**src/rtl/ps2_keyboard_rx.sv**
```systemverilog
`default_nettype none
// ============================================================================
// Module   : ps2_keyboard_rx
// Purpose  : Receives PS/2 keyboard frames from the raw device clock/data
//            lines and turns them into the 11-bit ps2_key event word
//            {toggle, pressed, extended, code[7:0]}. Bit 10 toggles once per
//            key event so a consumer detects events by watching it change.
// Ports    : clk_sys   - system clock (only clock)
//            reset     - synchronous active-high reset
//            ps2_clk   - PS/2 clock line, asynchronous, idle high
//            ps2_dat   - PS/2 data line, asynchronous, idle high
//            ps2_key   - {toggle, pressed, extended, scan code}
//            frame_err - one-cycle pulse on a rejected or timed-out frame
// Revision : 1.0 - initial release
// ============================================================================
module ps2_keyboard_rx #(
    parameter int FILTER  = 8,
    parameter int TIMEOUT = 3600
) (
    input  logic        clk_sys,
    input  logic        reset,
    input  logic        ps2_clk,
    input  logic        ps2_dat,
    output logic [10:0] ps2_key,
    output logic        frame_err
);

    localparam int FW = (FILTER > 1) ? $clog2(FILTER) : 1;
    localparam int TW = $clog2(TIMEOUT + 1);
    localparam logic [FW-1:0] C_FLT_LAST = FW'(FILTER - 1);
    localparam logic [TW-1:0] C_TMO      = TW'(TIMEOUT);

    typedef enum logic [0:0] {
        S_IDLE  = 1'b0,
        S_SHIFT = 1'b1
    } state_t;

    // ------------------------------------------------------------------
    // Input conditioning: 2-FF synchronizers and clock glitch filter.
    // Everything resets to 1 so the lines read as idle after reset.
    // ------------------------------------------------------------------
    logic          r_clk_s1, r_clk_s2;
    logic          r_dat_s1, r_dat_s2;
    logic          r_fclk, r_fclk_d;
    logic [FW-1:0] r_fcnt;

    always_ff @(posedge clk_sys) begin
        if (reset) begin
            r_clk_s1 <= 1'b1;
            r_clk_s2 <= 1'b1;
            r_dat_s1 <= 1'b1;
            r_dat_s2 <= 1'b1;
            r_fclk   <= 1'b1;
            r_fclk_d <= 1'b1;
            r_fcnt   <= '0;
        end else begin
            r_clk_s1 <= ps2_clk;
            r_clk_s2 <= r_clk_s1;
            r_dat_s1 <= ps2_dat;
            r_dat_s2 <= r_dat_s1;
            r_fclk_d <= r_fclk;
            // fclk follows only after FILTER consecutive samples of a new level
            if (r_clk_s2 != r_fclk) begin
                if (r_fcnt == C_FLT_LAST) begin
                    r_fclk <= r_clk_s2;
                    r_fcnt <= '0;
                end else begin
                    r_fcnt <= r_fcnt + 1'b1;
                end
            end else begin
                r_fcnt <= '0;
            end
        end
    end

    logic w_fall;
    assign w_fall = r_fclk_d & ~r_fclk;

    // ------------------------------------------------------------------
    // Frame receiver and byte decode
    // ------------------------------------------------------------------
    state_t        r_state;
    logic [3:0]    r_bitn;
    logic [7:0]    r_shift;
    logic          r_par;
    logic [TW-1:0] r_tcnt;
    logic          r_ext;
    logic          r_rel;
    logic [2:0]    r_skip;

    // Odd parity over data+parity, and the stop bit currently on the line
    logic w_frame_ok;
    assign w_frame_ok = (^{r_shift, r_par}) & r_dat_s2;

    // Keyboard housekeeping replies that carry no key information
    logic w_junk;
    always_comb begin
        w_junk = 1'b0;
        case (r_shift)
            8'h00, 8'hAA, 8'hEE, 8'hFA, 8'hFE, 8'hFF: w_junk = 1'b1;
            default:                                  w_junk = 1'b0;
        endcase
    end

    always_ff @(posedge clk_sys) begin
        if (reset) begin
            r_state   <= S_IDLE;
            r_bitn    <= 4'd0;
            r_shift   <= 8'd0;
            r_par     <= 1'b0;
            r_tcnt    <= '0;
            r_ext     <= 1'b0;
            r_rel     <= 1'b0;
            r_skip    <= 3'd0;
            ps2_key   <= 11'd0;
            frame_err <= 1'b0;
        end else begin
            frame_err <= 1'b0;
            case (r_state)
                S_IDLE: begin
                    r_tcnt <= '0;
                    if (w_fall) begin
                        if (!r_dat_s2) begin
                            r_state <= S_SHIFT;
                            r_bitn  <= 4'd1;
                        end else begin
                            // A clock edge without a start bit: out of sync
                            frame_err <= 1'b1;
                        end
                    end
                end

                S_SHIFT: begin
                    // An edge always beats a simultaneous timeout
                    if (w_fall) begin
                        r_tcnt <= '0;
                        if (r_bitn <= 4'd8) begin
                            r_shift <= {r_dat_s2, r_shift[7:1]};
                            r_bitn  <= r_bitn + 4'd1;
                        end else if (r_bitn == 4'd9) begin
                            r_par  <= r_dat_s2;
                            r_bitn <= 4'd10;
                        end else begin
                            r_state <= S_IDLE;
                            r_bitn  <= 4'd0;
                            if (!w_frame_ok) begin
                                r_ext     <= 1'b0;
                                r_rel     <= 1'b0;
                                frame_err <= 1'b1;
                            end else if (r_skip != 3'd0) begin
                                r_skip <= r_skip - 3'd1;
                            end else if (r_shift == 8'hE1) begin
                                // Pause key: swallow the remaining 7 bytes
                                r_skip <= 3'd7;
                            end else if (r_shift == 8'hE0) begin
                                r_ext <= 1'b1;
                            end else if (r_shift == 8'hF0) begin
                                r_rel <= 1'b1;
                            end else if (!(w_junk && !r_ext && !r_rel)) begin
                                ps2_key <= {~ps2_key[10], ~r_rel, r_ext, r_shift};
                                r_ext   <= 1'b0;
                                r_rel   <= 1'b0;
                            end
                        end
                    end else if (r_tcnt == C_TMO) begin
                        // Stalled frame: drop it but keep prefix/skip state
                        r_state   <= S_IDLE;
                        r_bitn    <= 4'd0;
                        r_shift   <= 8'd0;
                        r_tcnt    <= '0;
                        frame_err <= 1'b1;
                    end else begin
                        r_tcnt <= r_tcnt + 1'b1;
                    end
                end

                default: r_state <= S_IDLE;
            endcase
        end
    end

endmodule
`default_nettype wire

```
**config.mk**
```make
export PLATFORM = sky130hd
export DESIGN_NAME = ps2_keyboard_rx
export DESIGN_NICKNAME = d
export VERILOG_FILES = /design/src/rtl/ps2_keyboard_rx.sv
export SDC_FILE = /design/constraint.sdc
export NUM_CORES = 1
export LEC_CHECK = 0
export ABC_CLOCK_PERIOD_IN_PS = 2100
export BUFFER_PORTS_ARGS = -buffer_cell sky130_fd_sc_hd__buf_2
export CAP_MARGIN = 30
export CORE_MARGIN = 2
export CORE_UTILIZATION = 54
export DETAILED_ROUTE_END_ITERATION = 6
export HOLD_SLACK_MARGIN = 0.02
export PLACE_DENSITY = 0.75
export REMOVE_ABC_BUFFERS = 1
export SYNTH_ARGS = -nofsm -noshare
export SYNTH_HDL_FRONTEND = slang
export SYNTH_SLANG_ARGS = --single-unit
```
**constraint.sdc**
```tcl
create_clock -name clk_sys -period 2.1 [get_ports clk_sys]
set_input_delay 0.42 -clock clk_sys [delete_from_list [all_inputs] [get_ports clk_sys]]
set_output_delay 0.42 -clock clk_sys [all_outputs]
set_load 0.02 [all_outputs]
```
==> run summary, run 1 <==
PortBufs - 15
R2R setup slack - 0.11 ns
WL final - 4810 µm
Crit-path max cell delay - 0.47 ns
Sequential-to-total area share from yosys stat - 41.7%
Top-level I/O count - 16
Cells after synthesis - 281
Synth area leaders - dfxtp_1 42%, mux2i_1 4.8%, nor2_1 4.8%
Residual DRC - 0
Xor-xnor portion of the synthesized cell area - 6.82%
Drt via density - 5.59
Critical path origin - r_shift[0]
Power per cell area - 611 mW/mm²
Initial DRC count - 149
Antenna Cells - 0
Max Freq - 502 MHz
Worst-path maximum fanout - 7
Synth Warn # - 0
Layout cell share with drive strength beyond 1 - 15.6%
Die ar. - 0.00518 mm²
Status - finished, final reports clean
Slew @ Worst Pin - 0.533 ns
Synth top cells by count - 52 x dfxtp_1, 32 x nor2_1, 31 x nand2_1, 12 x mux2i_1
Critical path's top delay family - XOR/XNOR gates
First-pass GRT wire length - 8270 µm
Leak - 1.07 nW
Initial antenna violation count - 0
Post-CTS Hold Fix Bufs - 0
Root Driver - clkbuf_8
Hold Startpoint - ps2_clk
Area added between synthesis and finish - 11.0%
Total GRT Usage - 20.0%
CP bufs+invs - 0
Worst setup margin - 0.109 ns
Via count - 1973
Area after DPL - 0.00264 mm²
Total CTS buffers - 5
Fin crit share - 94.8%
Mapped cell area - 0.00250 mm²
CTS tree - built
Fin nets - 313
Clock Skew - 0.00360 ns
Slew headroom - 64.1%
Compound-Gate Fraction of Synth Area - 11.6%
# clock sinks - 52
H-tree levels - 2
Post-synthesis adder-cell area fraction - 4.51%
Worst VDD drop - 393 µV
Ys flop type - dfxtp_1
CP max-delay cell - xnor3_2
Critical path class - reg2reg
Type of origin of the critical path - register
Longest Clk Path Bufs - 2
Row count - 24
Cell taking the most area after synthesis - dfxtp_1
RR Startpoint - r_shift[0]
Hold WC Path Type - in2reg
Crit. End Element - register
Max_cap viols - 0
Antenna Nets Post-Route - 0
Post-synthesis simple-gate area fraction - 24.9%
Worst slack, placed - 0.114 ns
Core area - 0.00441 mm²
Mux cell area share after synthesis - 5.86%
Drt wl/cell - 13.6 µm
Async SR Flop Fraction - 0%
Critical path required time - 2.30 ns
Worst skew pair latency - 0.30 ns
Final Hold Viols - 0
Synth top area share - 41.7%
CP arrival - 2.19 ns
Final Instance Count excl. Fillers - 353
Final Critical Period - 1.99 ns
Clk pin slew, worst setup/hold paths - 0.09 ns
Post-synth EDFFs - 0
Vias in the first global route - 1809
Synthesized area per cell - 8.88 µm²
Setup violators final - 0
Netlist cell types - 49
Main combinational cell family by area after synthesis - simple AND/OR/NAND/NOR gates
DP HPWL - 3490 µm
Crit-path cells - xor2_2 -> xnor3_2 -> xor2_1 -> and4bb_4 -> mux2_1
Design Area, Final - 0.00277 mm²
Total Power - 1.69 mW
Pin count of the biggest net entering global routing - 18
Placed Instances - 344
Die W - 72.0 µm
1st-pass router iterations - 4
Initial Util - 56.5%
Gr ovfl total - 0
Die height - 72.0 µm
Final Max Tran Viols - 0
Register bit total from synthesis - 52
RePlAce Congestion - 0.847
Most numerous cell in the Yosys netlist - dfxtp_1
WHS - 0.291 ns
worst register-to-register path, cell delays in order (launching register included):
cell	delay, ns
dfxtp_1	0.39
xor2_2	0.14
xnor3_2	0.47
xor2_1	0.22
and4bb_4	0.35
mux2_1	0.33
routing by layer:
metal	vias up	global-route usage (%)	share of wire, %	wire [µm]
li1	1013	-	-	-
met1	908	28.9	52	2510
met2	43	29.5	42	2000
met3	9	4.17	4.4	213
met4	0	7.13	1.7	82
met5	-	0	0	0
cell type report:
class                      instances  area, µm²
sequential                        52       1040
fill                             372       1640
clock buffer                       6       72.6
tap                               52       65.1
multi-input combinational        204       1350
inverter                          10       37.5
timing repair buffer              27        165
clock inverter                     2       35.0
cells by family (layout without fill, tap and decap cells):
| logic type | Yosys count | after routing |
|---|---|---|
| compound gates | 43 | 43 |
| flops | 52 | 52 |
| xor+xnor | 17 | 17 |
| simple gates | 121 | 121 |
| fa+ha+maj | 9 | 9 |
| mux | 14 | 14 |
| buf+inv | 25 | 45 |
flip-flops by register name, indices dropped and copies added (netlist names):
signal and count:
r_shift 8, frame_err 1, r_dat_s2 1, r_ext 1, r_dat_s1 1, r_fclk_d 1
r_rel 1, r_tcnt 12, r_par 1, r_clk_s2 1, r_skip 3, r_clk_s1 1
r_bitn 4, r_fclk 1, r_state 1, r_fcnt 3, ps2_key 11
report_power, final:
part | switching [mW] | total [mW] | internal, mW
sequential | 0.00199 | 0.991 | 0.989
combinational | 0.0195 | 0.0294 | 0.00987
clock | 0.319 | 0.672 | 0.354
total | 0.340 | 1.69 | 1.35
path summary, 6_finish.rpt:
path | end | cells past startpoint
hold reg to reg | r_dat_s2 | 1
setup reg to reg | ps2_key[9] | 5
hold / removal | r_clk_s1 | 2
setup / recovery | ps2_key[9] | 5
through the flow:
stage                     util [%]   TNS, ns
after floorplan                  -     -1.49
after global placement        59.8         0
after detailed placement      59.8         0
after CTS                     62.3         0
after global routing          62.8  -0.00261
final                         62.8         0
layout by cell type, fill, tap and decap left out, drive strengths merged, types with 6 or more instances in the layout:
master	netlist	routed
a21oi	10	10
a22oi	7	7
buf	4	27
clkbuf	11	6
dfxtp	52	52
ha	9	9
inv	10	10
mux2i	12	12
nand2	31	31
nand3	7	7
nor2	32	32
nor2b	7	7
nor3	7	7
o21ai	8	8
xnor2	8	8
xor2	8	8
repair_timing:
action,4_1_cts,5_1_grt
resized for setup,0,4
buffers inserted,0,1
setup endpoints to repair,0,8
Power figures use the tool's default switching activity.
==> run 2, diff against run 1 <==
--- a/config.mk
+++ b/config.mk
@@ -13,7 +13,7 @@
 export DETAILED_ROUTE_END_ITERATION = 6
 export HOLD_SLACK_MARGIN = 0.02
 export PLACE_DENSITY = 0.75
-export REMOVE_ABC_BUFFERS = 1
+export RECOVER_POWER = 100
 export SYNTH_ARGS = -nofsm -noshare
 export SYNTH_HDL_FRONTEND = slang
 export SYNTH_SLANG_ARGS = --single-unit
==> run 2 against run 1 <==
Effect of this change:
- first-iteration DRC count shrank 13%
- clock skew is 0.0060 ns higher
- sequential power hardly changed
- setup slack better by 0.026 ns
- critical path type unchanged
==> run summary, run 2 (same netlist as run 1, synthesis figures left out) <==
Final-layout fill cell count - 399
Final TNS setup - 0 ns
Clk pin slew, worst setup/hold paths - 0.09 ns
Power per cell area - 585 mW/mm²
Total GRT Usage - 20.2%
Psw - 335 µW
Leak - 0.996 nW
Layout cell share with drive strength beyond 1 - 10.7%
Worst VDD drop - 489 µV
Biggest register - r_tcnt
Residual DRC - 0
CP max-delay cell - xnor3_1
Vias in the first global route - 1836
Critical path class - reg2reg
First-pass GRT wire length - 8420 µm
Clock Skew - 0.00959 ns
Finished Core Util - 62.0%
Top-level I/O count - 16
Worst skew pair latency - 0.30 ns
PortBufs - 15
Max_cap viols - 0
Critical path required time - 2.32 ns
# clock sinks - 52
Drt wl/cell - 13.5 µm
Most frequent cells in the layout - 51 x dfxtp_1, 31 x nor2_1, 31 x nand2_1
Pin count of the biggest net entering global routing - 18
H-tree levels - 2
Total CTS buffers - 5
Slew headroom - 49.2%
Initial DRC count - 129
Setup bufs post-CTS - 0
Drt via density - 5.56
Core area - 0.00441 mm²
Crit. End Element - register
Area after DPL - 0.00264 mm²
Power Internal - 1.27 mW
R2R setup slack - 0.13 ns
1st-pass router iterations - 4
Crit-path max cell delay - 0.48 ns
Fin nets - 312
Hold Startpoint - ps2_clk
Antenna Cells - 0
Worst-path maximum fanout - 9
Hold WC Path Type - in2reg
Final Hold Viols - 0
Worst setup margin - 0.134 ns
Die W - 72.0 µm
Largest registers - r_tcnt x12, ps2_key x11, r_shift x8
DP HPWL - 3490 µm
Critical path origin - r_shift[0]
Gate power share - 1.8%
Max reg flops - 12
CP arrival - 2.19 ns
Share of total power in the clock network - 36.4%
Die ar. - 0.00518 mm²
Setup violators final - 0
RSZ-0062 raised after global routing - false
Antenna Nets Post-Route - 0
Sw frac - 20.9%
Post-CTS resize count - 0
Final Max Tran Viols - 0
Row count - 24
Type of origin of the critical path - register
RePlAce Congestion - 0.812
Design Area, Final - 0.00274 mm²
WHS - 0.306 ns
Reg2reg end - ps2_key[6]
Worst slack, placed - 0.0966 ns
Fin crit share - 93.6%
Final Critical Period - 1.97 ns
WL final - 4750 µm
Initial antenna violation count - 0
RR Startpoint - r_shift[0]
Slew @ Worst Pin - 0.761 ns
Max Freq - 509 MHz
Longest Clk Path Bufs - 2
CTS tree - built
Via count - 1956
Root Driver - clkbuf_8
Crit-path cells - xor2_2 -> xnor3_1 -> xor2_2 -> and4bb_4 -> buf_6 -> mux2i_1
Most common cell after layout, fill and taps aside - dfxtp_1
Status - finished, final reports clean
Part of the power in registers - 61.9%
Gr ovfl total - 0
Die height - 72.0 µm
Initial Util - 56.5%
Area added between synthesis and finish - 9.62%
Post-CTS Hold Fix Bufs - 0
Syn Nets - 294
CP endpoint - ps2_key[6]
Worst Reg-to-Reg Cells - 6
Most frequent CP cell - xor2_2
[run 2: worst min-delay path by stage]
stage,end,slack (ns),cells past startpoint
after floorplan,r_clk_s2,0.39,1
after global placement,r_dat_s2,0.39,1
after detailed placement,r_clk_s2,0.40,1
after CTS,r_clk_s1,0.30,2
after global routing,r_clk_s1,0.29,2
final,r_clk_s1,0.31,2
[run 2: cell type report]
type | count | area, µm² | share of cell area, %
tap | 52 | 65.1 | 2.38
clock buffer | 7 | 86.3 | 3.16
inverter | 10 | 37.5 | 1.37
clock inverter | 1 | 7.51 | 0.274
multi-input combinational | 204 | 1360 | 49.6
sequential | 52 | 1040 | 38.1
timing repair buffer | 26 | 141 | 5.17
[run 2: power by group through the flow]
stage	clock [mW]	combinational [mW]	sequential, mW
after floorplan	0	0.0193	1.01
after global routing	0.638	0.0310	0.991
after global placement	0	0.0288	1.01
after CTS	0.597	0.0290	0.991
final	0.583	0.0281	0.991
after detailed placement	0	0.0290	1.01
[run 2: metal layers]
layer	up-vias	wire (µm)	GRT usage [%]
met5	-	0	0
met4	0	53	6.71
met3	5	182	4.03
met2	37	2220	32.6
met1	903	2300	27.2
li1	1011	-	-
[run 2: worst max-delay path: cells and delay by family, from the launching register on]
family	cells	cell delay, ns
and+or+nand+nor	1	0.29
buffers and inverters	1	0.17
xor gates and xnor gates	3	0.83
muxes	1	0.21
DFF	1	0.38
[run 2: metrics by stage]
step | power [mW] | instances
floorplan | 1.03 | 281
global placement | 1.04 | 344
detailed placement | 1.04 | 344
CTS | 1.62 | 352
global route | 1.66 | 352
finish | 1.60 | 352
==> run 3, diff against run 2 <==
--- a/config.mk
+++ b/config.mk
@@ -13,7 +13,7 @@
 export DETAILED_ROUTE_END_ITERATION = 6
 export HOLD_SLACK_MARGIN = 0.02
 export PLACE_DENSITY = 0.75
-export RECOVER_POWER = 100
+export RECOVER_POWER = 50
 export SYNTH_ARGS = -nofsm -noshare
 export SYNTH_HDL_FRONTEND = slang
 export SYNTH_SLANG_ARGS = --single-unit
==> run 3 against run 2 <==
Effect of this change:
- sequential share of layout area shrank 0.052 points
- wire length is essentially flat
- clock skew up 0.0027 ns
- power is essentially flat
- cell count stayed put
- first-iteration DRC count decreased by 21%
- sequential power about the same
- setup slack gained 0.013 ns
- combinational power barely moved
- global-route usage stayed put
- largest power group unchanged
==> run summary, run 3 (same netlist as run 1, synthesis figures left out) <==
Status - finished, final reports clean
Via count - 1945
Longest Clk Path Bufs - 2
Slew @ Worst Pin - 0.751 ns
Worst-path maximum fanout - 9
Critical path class - reg2reg
Final Hold Viols - 0
First-pass GRT wire length - 8420 µm
Area after DPL - 0.00264 mm²
Initial antenna violation count - 0
Die ar. - 0.00518 mm²
Share of total power in the clock network - 36.4%
Clk pin slew, worst setup/hold paths - 0.09 ns
Final Instance Count excl. Fillers - 352
H-tree levels - 2
RSZ-0062 raised after global routing - false
Total CTS buffers - 5
Slew headroom - 49.9%
Psw - 334 µW
Vias in the first global route - 1836
RePlAce Congestion - 0.812
Biggest register - r_tcnt
Worst VDD drop - 490 µV
Crit. End Element - register
Die height - 72.0 µm
Setup violators final - 0
Final Critical Period - 1.95 ns
RR Startpoint - r_shift[0]
Drt wl/cell - 13.5 µm
Most common cell after layout, fill and taps aside - dfxtp_1
CTS tree - built
Root Driver - clkbuf_8
Drt via density - 5.53
Hold WC Path Type - in2reg
Antenna Cells - 0
Depth of the worst hold-timing path - 2
Reg2reg end - ps2_key[6]
1st-pass router iterations - 4
Final-layout fill cell count - 397
Residual DRC - 0
Type of origin of the critical path - register
Top-level I/O count - 16
Max Freq - 512 MHz
Worst Reg-to-Reg Cells - 6
Initial Util - 56.5%
Power per cell area - 584 mW/mm²
Max_cap viols - 0
Total GRT Usage - 20.2%
WHS - 0.306 ns
PortBufs - 15
Part of the power in registers - 61.9%
Design Area, Final - 0.00274 mm²
Syn Nets - 294
CP arrival - 2.17 ns
Gate power share - 1.7%
Clock Skew - 0.0123 ns
Fin crit share - 93.0%
Antenna Nets Post-Route - 0
Fin nets - 312
Layout cell share with drive strength beyond 1 - 11.3%
Leak - 0.995 nW
Critical path required time - 2.32 ns
Hold path endpoint - r_clk_s1
# clock sinks - 52
FF+latch area - 0.00104 mm²
Row count - 24
Final Max Tran Viols - 0
Placed Instances - 344
Core area - 0.00441 mm²
DP HPWL - 3490 µm
WL final - 4750 µm
Die W - 72.0 µm
Gr ovfl total - 0
Worst skew pair latency - 0.30 ns
Largest registers - r_tcnt x12, ps2_key x11, r_shift x8
Area added between synthesis and finish - 9.77%
Power Internal - 1.27 mW
Sw frac - 20.9%
Most frequent cells in the layout - 51 x dfxtp_1, 31 x nand2_1, 30 x nor2_1
Final TNS setup - 0 ns
R2R setup slack - 0.15 ns
Max reg flops - 12
Hold Startpoint - ps2_clk
Multi-input gate area - 0.00136 mm²
Pin count of the biggest net entering global routing - 18
Initial DRC count - 102
run 3: area by class of cell:
| type | instances | area share [%] |
|---|---|---|
| Clock buffer | 7 | 3.15 |
| Sequential cell | 52 | 38.0 |
| Tap cell | 52 | 2.37 |
| Timing Repair Buffer | 26 | 5.16 |
| Clock inverter | 1 | 0.274 |
| Multi-Input combinational cell | 204 | 49.6 |
| Inverter | 10 | 1.37 |
run 3: layer usage:
metal	part of all wire (%)	routed length, µm	track usage [%]
met3	3.2	151	4.03
met2	46	2210	32.6
met4	1.1	53	6.71
met5	0	0	0
met1	49	2340	27.2
run 3: critical path, stage by stage (launching register included):
cell,delay [ns]
dfxtp_1,0.38
xor2_2,0.14
xnor3_2,0.48
xor2_2,0.20
and4bb_4,0.29
buf_6,0.17
mux2i_1,0.22
run 3: worst max-delay path by stage:
stage | endpoint | slack [ns] | cells past startpoint | startpoint
after floorplan | ps2_key[10] | 0.10 | 7 | r_shift[1]
after global placement | ps2_key[5] | 0.15 | 7 | r_shift[1]
after detailed placement | ps2_key[6] | 0.1 | 8 | r_bitn[0]
after CTS | ps2_key[6] | 0.06 | 8 | r_bitn[0]
after global routing | ps2_key[9] | 0.004 | 6 | r_shift[1]
final | ps2_key[6] | 0.15 | 6 | r_shift[0]
run 3: per-stage QoR:
step	util (%)	worst slack, ns	power [mW]
floorplan	-	0.103	1.03
global route	62.1	0.00428	1.66
detailed placement	59.8	0.0966	1.04
CTS	62.0	0.0583	1.62
global placement	59.8	0.151	1.04
finish	62.1	0.148	1.60
run 3: timing repair:
item / in CTS / in global routing
gates resized for setup: 0 / 7
buffers inserted: 0 / 0
setup endpoints to repair: 0 / 12
hold buffers: 0 / 0
run 3: power by group through the flow:
stage | clock [mW] | combinational [mW] | sequential, mW
after floorplan | 0 | 0.0193 | 1.01
after global placement | 0 | 0.0288 | 1.01
after detailed placement | 0 | 0.0290 | 1.01
after CTS | 0.597 | 0.0290 | 0.991
after global routing | 0.638 | 0.0310 | 0.991
final | 0.582 | 0.0279 | 0.991
